[config.mk]
export PLATFORM = sky130hd
export DESIGN_NAME = instr_prefetch_queue
export DESIGN_NICKNAME = d
export VERILOG_FILES = /design/src/rtl/riscv_pkg.sv /design/src/rtl/pq_storage.sv /design/src/rtl/instr_prefetch_queue.sv
export SDC_FILE = /design/constraint.sdc
export NUM_CORES = 1
export LEC_CHECK = 0
export CORE_UTILIZATION = 45
export CTS_BUF_LIST = sky130_fd_sc_hd__clkbuf_8 sky130_fd_sc_hd__clkbuf_16
export CTS_CLUSTER_DIAMETER = 50
export DETAILED_ROUTE_END_ITERATION = 6
export HOLD_SLACK_MARGIN = 0.12
export PLACE_DENSITY = 0.72
export RECOVER_POWER = 50
export SKIP_LAST_GASP = 1
export SLEW_MARGIN = 5
export SYNTH_ARGS = -nofsm -noshare
export SYNTH_HDL_FRONTEND = slang
export SYNTH_HIERARCHICAL = 1
export SYNTH_SLANG_ARGS = --single-unit
[constraint.sdc]
create_clock -name clk -period 8.4 [get_ports clk]
set_clock_uncertainty 0.1 [all_clocks]
set_input_delay 0.84 -clock clk [delete_from_list [all_inputs] [get_ports clk]]
set_output_delay 0.84 -clock clk [all_outputs]
set_load 0.02 [all_outputs]
[src/rtl/riscv_pkg.sv]
// rtl/riscv_pkg.sv - shared RISC-V pipeline constants and the fetch-entry type
package riscv_pkg;

  localparam int XLEN = 32;
  localparam logic [XLEN-1:0] NOP_INSTR = 32'h00000013;

  typedef struct packed {
    logic [XLEN-1:0] instr;
    logic [XLEN-1:0] pc;
    logic [XLEN-1:0] pc_plus4;
  } fetch_entry_t;

endpackage

[src/rtl/pq_storage.sv]
// rtl/pq_storage.sv - prefetch queue entry array, one write port, one async read port
module pq_storage
  import riscv_pkg::*;
#(
  parameter int DEPTH = 4,
  parameter int WIDTH = 3 * XLEN,
  parameter int AW    = $clog2(DEPTH)
) (
  input  logic             clk,
  input  logic             i_we,
  input  logic [AW-1:0]    i_waddr,
  input  logic [WIDTH-1:0] i_wdata,
  input  logic [AW-1:0]    i_raddr,
  output logic [WIDTH-1:0] o_rdata
);

  // Contents are never reset; the owner masks reads of invalid slots.
  logic [WIDTH-1:0] r_mem [DEPTH];

  always_ff @(posedge clk) begin
    if (i_we) begin
      r_mem[i_waddr] <= i_wdata;
    end
  end

  assign o_rdata = r_mem[i_raddr];

endmodule

[src/rtl/instr_prefetch_queue.sv]
// rtl/instr_prefetch_queue.sv - fetch-to-decode instruction queue replacing the IF/ID register
module instr_prefetch_queue #(
  parameter int                            DEPTH     = 4,
  parameter int                            XLEN      = riscv_pkg::XLEN,
  parameter logic [riscv_pkg::XLEN-1:0]    NOP_INSTR = riscv_pkg::NOP_INSTR
) (
  input  logic                       clk,
  input  logic                       rst,
  input  logic                       ValidF,
  input  logic [XLEN-1:0]            InstrF,
  input  logic [XLEN-1:0]            PCF,
  input  logic [XLEN-1:0]            PCPlus4F,
  output logic                       ReadyF,
  input  logic                       FlushE,
  input  logic                       StallD,
  output logic                       ValidD,
  output logic [XLEN-1:0]            InstrD,
  output logic [XLEN-1:0]            PCD,
  output logic [XLEN-1:0]            PCPlus4D,
  output logic [$clog2(DEPTH):0]     Count
);

  localparam int PW = $clog2(DEPTH);
  localparam int CW = PW + 1;
  localparam int EW = 3 * XLEN;

  logic [PW-1:0] r_wr_ptr;
  logic [PW-1:0] r_rd_ptr;
  logic [CW-1:0] r_cnt;

  logic          w_push;
  logic          w_pop;
  logic [EW-1:0] w_rdata;

  // Ready/valid come from registered occupancy only, so no stall-to-fetch path.
  assign ReadyF = (r_cnt != CW'(DEPTH));
  assign ValidD = (r_cnt != '0);
  assign w_push = ValidF & ReadyF & ~FlushE;
  assign w_pop  = ValidD & ~StallD & ~FlushE;

  always_ff @(posedge clk) begin
    if (rst || FlushE) begin
      r_wr_ptr <= '0;
      r_rd_ptr <= '0;
      r_cnt    <= '0;
    end else begin
      if (w_push) begin
        r_wr_ptr <= r_wr_ptr + PW'(1);
      end
      if (w_pop) begin
        r_rd_ptr <= r_rd_ptr + PW'(1);
      end
      if (w_push && !w_pop) begin
        r_cnt <= r_cnt + CW'(1);
      end else if (w_pop && !w_push) begin
        r_cnt <= r_cnt - CW'(1);
      end
    end
  end

  pq_storage #(
    .DEPTH (DEPTH),
    .WIDTH (EW),
    .AW    (PW)
  ) u_storage (
    .clk     (clk),
    .i_we    (w_push),
    .i_waddr (r_wr_ptr),
    .i_wdata ({InstrF, PCF, PCPlus4F}),
    .i_raddr (r_rd_ptr),
    .o_rdata (w_rdata)
  );

  // Empty queue shows a NOP bubble so hazard logic sees rd = x0, never stale storage.
  assign InstrD   = ValidD ? w_rdata[3*XLEN-1:2*XLEN] : NOP_INSTR;
  assign PCD      = ValidD ? w_rdata[2*XLEN-1:XLEN]   : '0;
  assign PCPlus4D = ValidD ? w_rdata[XLEN-1:0]        : '0;
  assign Count    = r_cnt;

endmodule

Word level (Yosys, flattened, before mapping). Memories as Yosys holds them, arrays and structs flattened. A register that Yosys moved wholly into a read port is not among the register bits. Index checks and enable logic that the tools add are counted. W data, S select, Z words.

Output and inout port bits: 101. Bits in registers: 7. Word-level logic and storage cells: 31. Memories kept: 1. Memory bits (writable): 384. Input port bits: 101.

Memories: u_storage.r_mem (words 4, bits a word 96, read ports 1, clocked after memory_dff 1, write ports 1, RTL line pq_storage.sv:18) `logic [WIDTH-1:0] r_mem [DEPTH];`.

Multiplexer cells: 9. Bitwise logic cells: 6. Equality and inequality tests: 1. Reductions and logical operators: 7. $add $sub $neg: 4.

Operators with widths (number): $mux W32 (3); $mux W3 (2); $add A2 B1 Y2 const B (2); $and A1 B1 Y1 (4); $mux W2 (2); $add A3 B1 Y3 const B (1); $ne A3 B3 Y1 const B (1); $reduce_bool A3 Y1 (1); $sub A3 B1 Y3 const B (1); $logic_and A1 B1 Y1 (2); $logic_not A1 Y1 (2); $mux W1 (2); $not A1 Y1 (2); $reduce_bool A2 Y1 (1); $logic_or A1 B1 Y1 (1).

Longest topological paths before layout.
Depth in word-level cells: 7. Gate-level depth with buffers: 8. Mapped depth without buffers: 8.

Cells and area by module. Netlist, hierarchy kept.

By module, submodules not included: pq_storage (sequential area each 11531.1 um2, area an instance 13889.6 um2, times used 1, cells each 506); instr_prefetch_queue (sequential area each 140.1 um2, area an instance 1037.2 um2, times used 1, cells each 148).

Least setup slack after synthesis. No wires, ideal clock.

Path kind: input to register. Start point: input ValidF. End point: memory u_storage/r_mem[0][0] (netlist name), enable pin. Library setup time: 0.688 ns. Path buffers: 0. Stages on the path: 3. Data arrival time: 8.210 ns. Data required time: 7.612 ns. Slack: -0.597 ns. Cells stage by stage: inv_1 nor3_1 nor3b_1.

Cells in the longest elaborated chain, start to end: 4.

RTL lines: from (decl) (RTL line instr_prefetch_queue.sv:9) `input logic ValidF,`; $and A1 B1 Y1 (2 in series) (RTL line instr_prefetch_queue.sv:38) `assign w_push = ValidF & ReadyF & ~FlushE;`; named net w_push (RTL line instr_prefetch_queue.sv:31) `logic w_push;`; $mux W1 (RTL line pq_storage.sv:21) `if (i_we) begin`; $mux W1 (not written as such) (RTL line pq_storage.sv:22) `r_mem[i_waddr] <= i_wdata;`; to (decl) (RTL line pq_storage.sv:18).

The timed path passes the listed nets, and every way through them passes these cells.

==> summary.md <==
| Metric | Value |
|---|---|
| Run status | finished, violations left |
| Failing checks | max-capacitance violations, max-slew violations |
| Synth-to-Final Area Change | 25.1% |
| Total routing usage reported by global routing | 0.167 |
| Final routed wire length divided by cell count | 20.6 µm |
| Via count | 6961 |
| Placed cells | 1273 |
| Initial Utilization | 0.458 |
| CP max FO | 39 |
| Cell chain of the critical path | buf_4 -> mux4_2 -> and2_1 -> clkdlybuf4s50_1 |
| Number of endpoints failing setup at the final stage | 0 |
| Mean number of vias per cell | 5.14 |
| Cell area after layout | 18700 µm² |
| Post-CTS setup buffers | 0 |
| Start point of the critical path | r_rd_ptr[0] |
| Final Instance Count excl. Fillers | 1354 |
| Top-level port count | 202 |
| Number of DRC violations after detailed-routing iteration 0 | 329 |
| Antenna violations before repair | 6 |
| Worst path bufs/invs | 2 |
| Reg-to-reg slack, setup | 3.76 ns |
| Post-CTS resize count | 0 |
| Global route overflow | 0 |
| Crit start category | register |
| Half-perimeter wire length of the detailed placement result | 15.9 mm |
| Number of I/O port buffers | 201 |
| Stages on worst setup path | 4 |
| Number of distinct library cells after synthesis | 31 |
| Critical-path top delay cell | dfxtp_1 |
| Data required time at the worst endpoint | 7.46 ns |
| Die Height | 184 µm |
| Net count after synthesis | 757 |
| Number of search-and-repair iterations in the first detailed-routing pass | 4 |
| Largest net degree at the start of global routing | 67 |
| Final TNS setup | 0 ns |
| Detailed Route WL | 27.8 mm |
| Gp weighted congestion | 0.752 |
| Clock period minus worst slack | 5.19 ns |
| Global Route met3 Usage | 0.0407 |
| Type of the worst setup path | register to output pin |
| Unrepaired setup endpoints after global routing | no |
| Source of the worst register-to-register timing path | Count[0] |
| Met2 Use GR | 0.296 |
| Highest clock frequency the design can meet | 193 MHz |
| Core Box Area | 32600 µm² |
| Routed Antenna Nets | 0 |
| Via count of the first global-routing pass | 7414 |
| Max capacitance violation total | 3 |
| Buffer type at the clock tree root | clkbuf_16 |
| Number of buffers on the longest clock path | 3 |
| Die area | 33900 µm² |
| Yosys synthesis warning count | 6 |
| Hold Worst Slack | 0.461 ns |
| Yosys reg bits | 391 |
| Power per standard cell area | 227 nW/µm² |
| Clk pin slew, worst setup/hold paths | 0.06 ns |
| Clock buffers created by TritonCTS | 43 |
| Peak ir drop on the vdd network | 0.168 mV |
| Transition time at the pin with the least slew margin | 2.26 ns |
| # DRC | 0 |
| Area after DPL | 17400 µm² |
| Most crowded layer after global routing | met2 |
| Cell area after synthesis | 14900 µm² |
| Post-synthesis instance total | 654 |
| Delay of the slowest critical-path stage | 1.55 ns |
| Hold_sp | Count[2] |
| Proportion of synthesized chip area in sequential cells | 0.782 |
| Number of cell instances on the worst register-to-register path | 5 |
| Critical register-to-register path endpoint | u_storage/r_mem[0][84] |
| Largest area contributor in the netlist | edfxtp_1 |
| Number of nets in the finished design | 979 |
| Critical path endpoint | PCPlus4D[5] |
| TritonCTS clock tree | built |
| Final period utilization | 0.618 |
| Wire length of the first global-routing pass | 42.2 mm |
| Family of cells with the greatest summed delay on the critical path | flip-flops |
| Worst max-slew margin expressed relative to the limit | -0.508 |
| Hold-fix buffers, CTS | 0 |
| Worst hold path type | register to register |
| Final-report hold violation count | 0 |
| LEAKAGE | 5.92 nW |
| Insertion delay of the later-clocked pin in the worst-skew pair | 0.51 ns |
| Ratio of cells with drive above 1 in the final layout | 0.189 |
| Syn avg cell area | 22.8 µm² |
| Max-slew violation total from the final report | 96 |
| Number of sinks on the clock net | 391 |
| Data arrival at the endpoint of the critical path | 4.25 ns |
| Met1 global-route usage | 0.205 |
| Horizontal extent of the die | 184 µm |
| Share of the synthesized area in the top cell type | 0.773 |
| Largest cells by area after synthesis | edfxtp_1 (77%), mux4_2 (14%), and2_1 (3.9%) |
| Endpoint type of the worst setup path | output pin |
| Maximum level of the CTS H-tree | 2 |
| Number of cell rows | 66 |
cells in the mapped netlist (all sizes together):
master,n
mux2i,1
or2,1
o21ai,4
buf,21
inv,4
or3,6
and3,1
fa,1
and2,93
dfxtp,7
a21oi,4
edfxtp,384
xor2,2
ha,1
mux4,96
nor3,2
o31ai,1
nor2,3
nor3b,2
nand2b,4
clkbuf,12
nand2,1
o211ai,1
and3b,2
state kept, by name, indices dropped and copies added, names as in the netlist:
| name | flops |
|---|---|
| u_storage/r_mem | 384 |
| Count | 3 |
| r_rd_ptr | 2 |
| r_wr_ptr | 2 |
where the power goes:
| group | internal [mW] | leakage, nW | switching, mW |
|---|---|---|---|
| sequential | 2.18 | 3.54 | 0.0109 |
| clock | 1.03 | 0.694 | 0.706 |
| combinational | 0.151 | 1.68 | 0.157 |
worst min-delay path by stage:
stage                   to  slack [ns]  cells past startpoint
2_1_floorplan  r_rd_ptr[1]        0.35                      2
3_3_place_gp      Count[2]        0.45                      2
3_5_place_dp      Count[2]        0.45                      2
4_1_cts           Count[2]        0.46                      2
5_1_grt           Count[2]        0.48                      2
6_report          Count[2]        0.46                      2
worst reg2reg max path: cells and delay by family, from the launching register on:
family        cells  cell delay, ns
buf+inv           2            2.61
simple gates      3            1.00
flops             1            0.48
cell type report:
class,instances,area (µm²)
Fill cell,2411,13900
Clock buffer,45,1130
Antenna cell,3,7.51
Multi-Input combinational cell,226,3010
Clock inverter,33,214
Timing Repair Buffer,210,2080
Inverter,4,15.0
Tap cell,442,553
Sequential cell,391,11700
cell usage in the layout (no fill, tap or decap), types with 2 or more instances in the layout:
cell type        netlist  layout
mux4_2                96      96
edfxtp_1             384     384
clkinv_2               0       9
and3b_4                0       2
nor3b_1                2       2
nand2b_1               4       4
buf_4                  0       8
dfxtp_1                7       6
bufinv_16              0       2
a21oi_1                4       4
dlygate4sd3_1          0     101
diode_2                0       3
nor2_1                 3       3
o21ai_0                3       3
clkinv_4               0       2
or3_1                  5       5
clkinv_1               0       9
clkbuf_16              0      45
inv_1                  3      11
and2_1                93      93
xor2_1                 2       2
clkdlybuf4s50_1        0     100
layer usage:
| layer | part of all wire | wire (µm) | vias to the layer above |
|---|---|---|---|
| met2 | 0.52 | 14500 | 164 |
| met3 | 0.054 | 1510 | 47 |
| met4 | 0.017 | 481 | 4 |
| met1 | 0.41 | 11300 | 3616 |
| met5 | 0.00079 | 22 | - |
| li1 | - | - | 3130 |
cells by family (layout without fill, tap and decap cells):
kind of cell,Yosys count,in the layout,synth area share
buffers and inverters,37,292,0.0168
XOR/XNOR,2,2,0.00117
flip-flops,391,391,0.782
other,0,3,0
AO/OA/AOI/OAI,10,10,0.00369
multiplexers,97,97,0.146
AND/OR/NAND/NOR,115,115,0.0487
adder cells (fa/ha/maj),2,2,0.00218
per-stage QoR:
step / setup WS (ns) / util / total power [mW]
after floorplan: 2.83 / - / 2.39
after global placement: 4.32 / 0.532 / 2.55
after CTS: 4.04 / 0.573 / 4.30
after detailed placement: 4.21 / 0.532 / 2.55
final: 3.21 / 0.573 / 4.24
after global routing: 2.74 / 0.572 / 4.38
No activity file was read; power rests on OpenSTA's default activity.
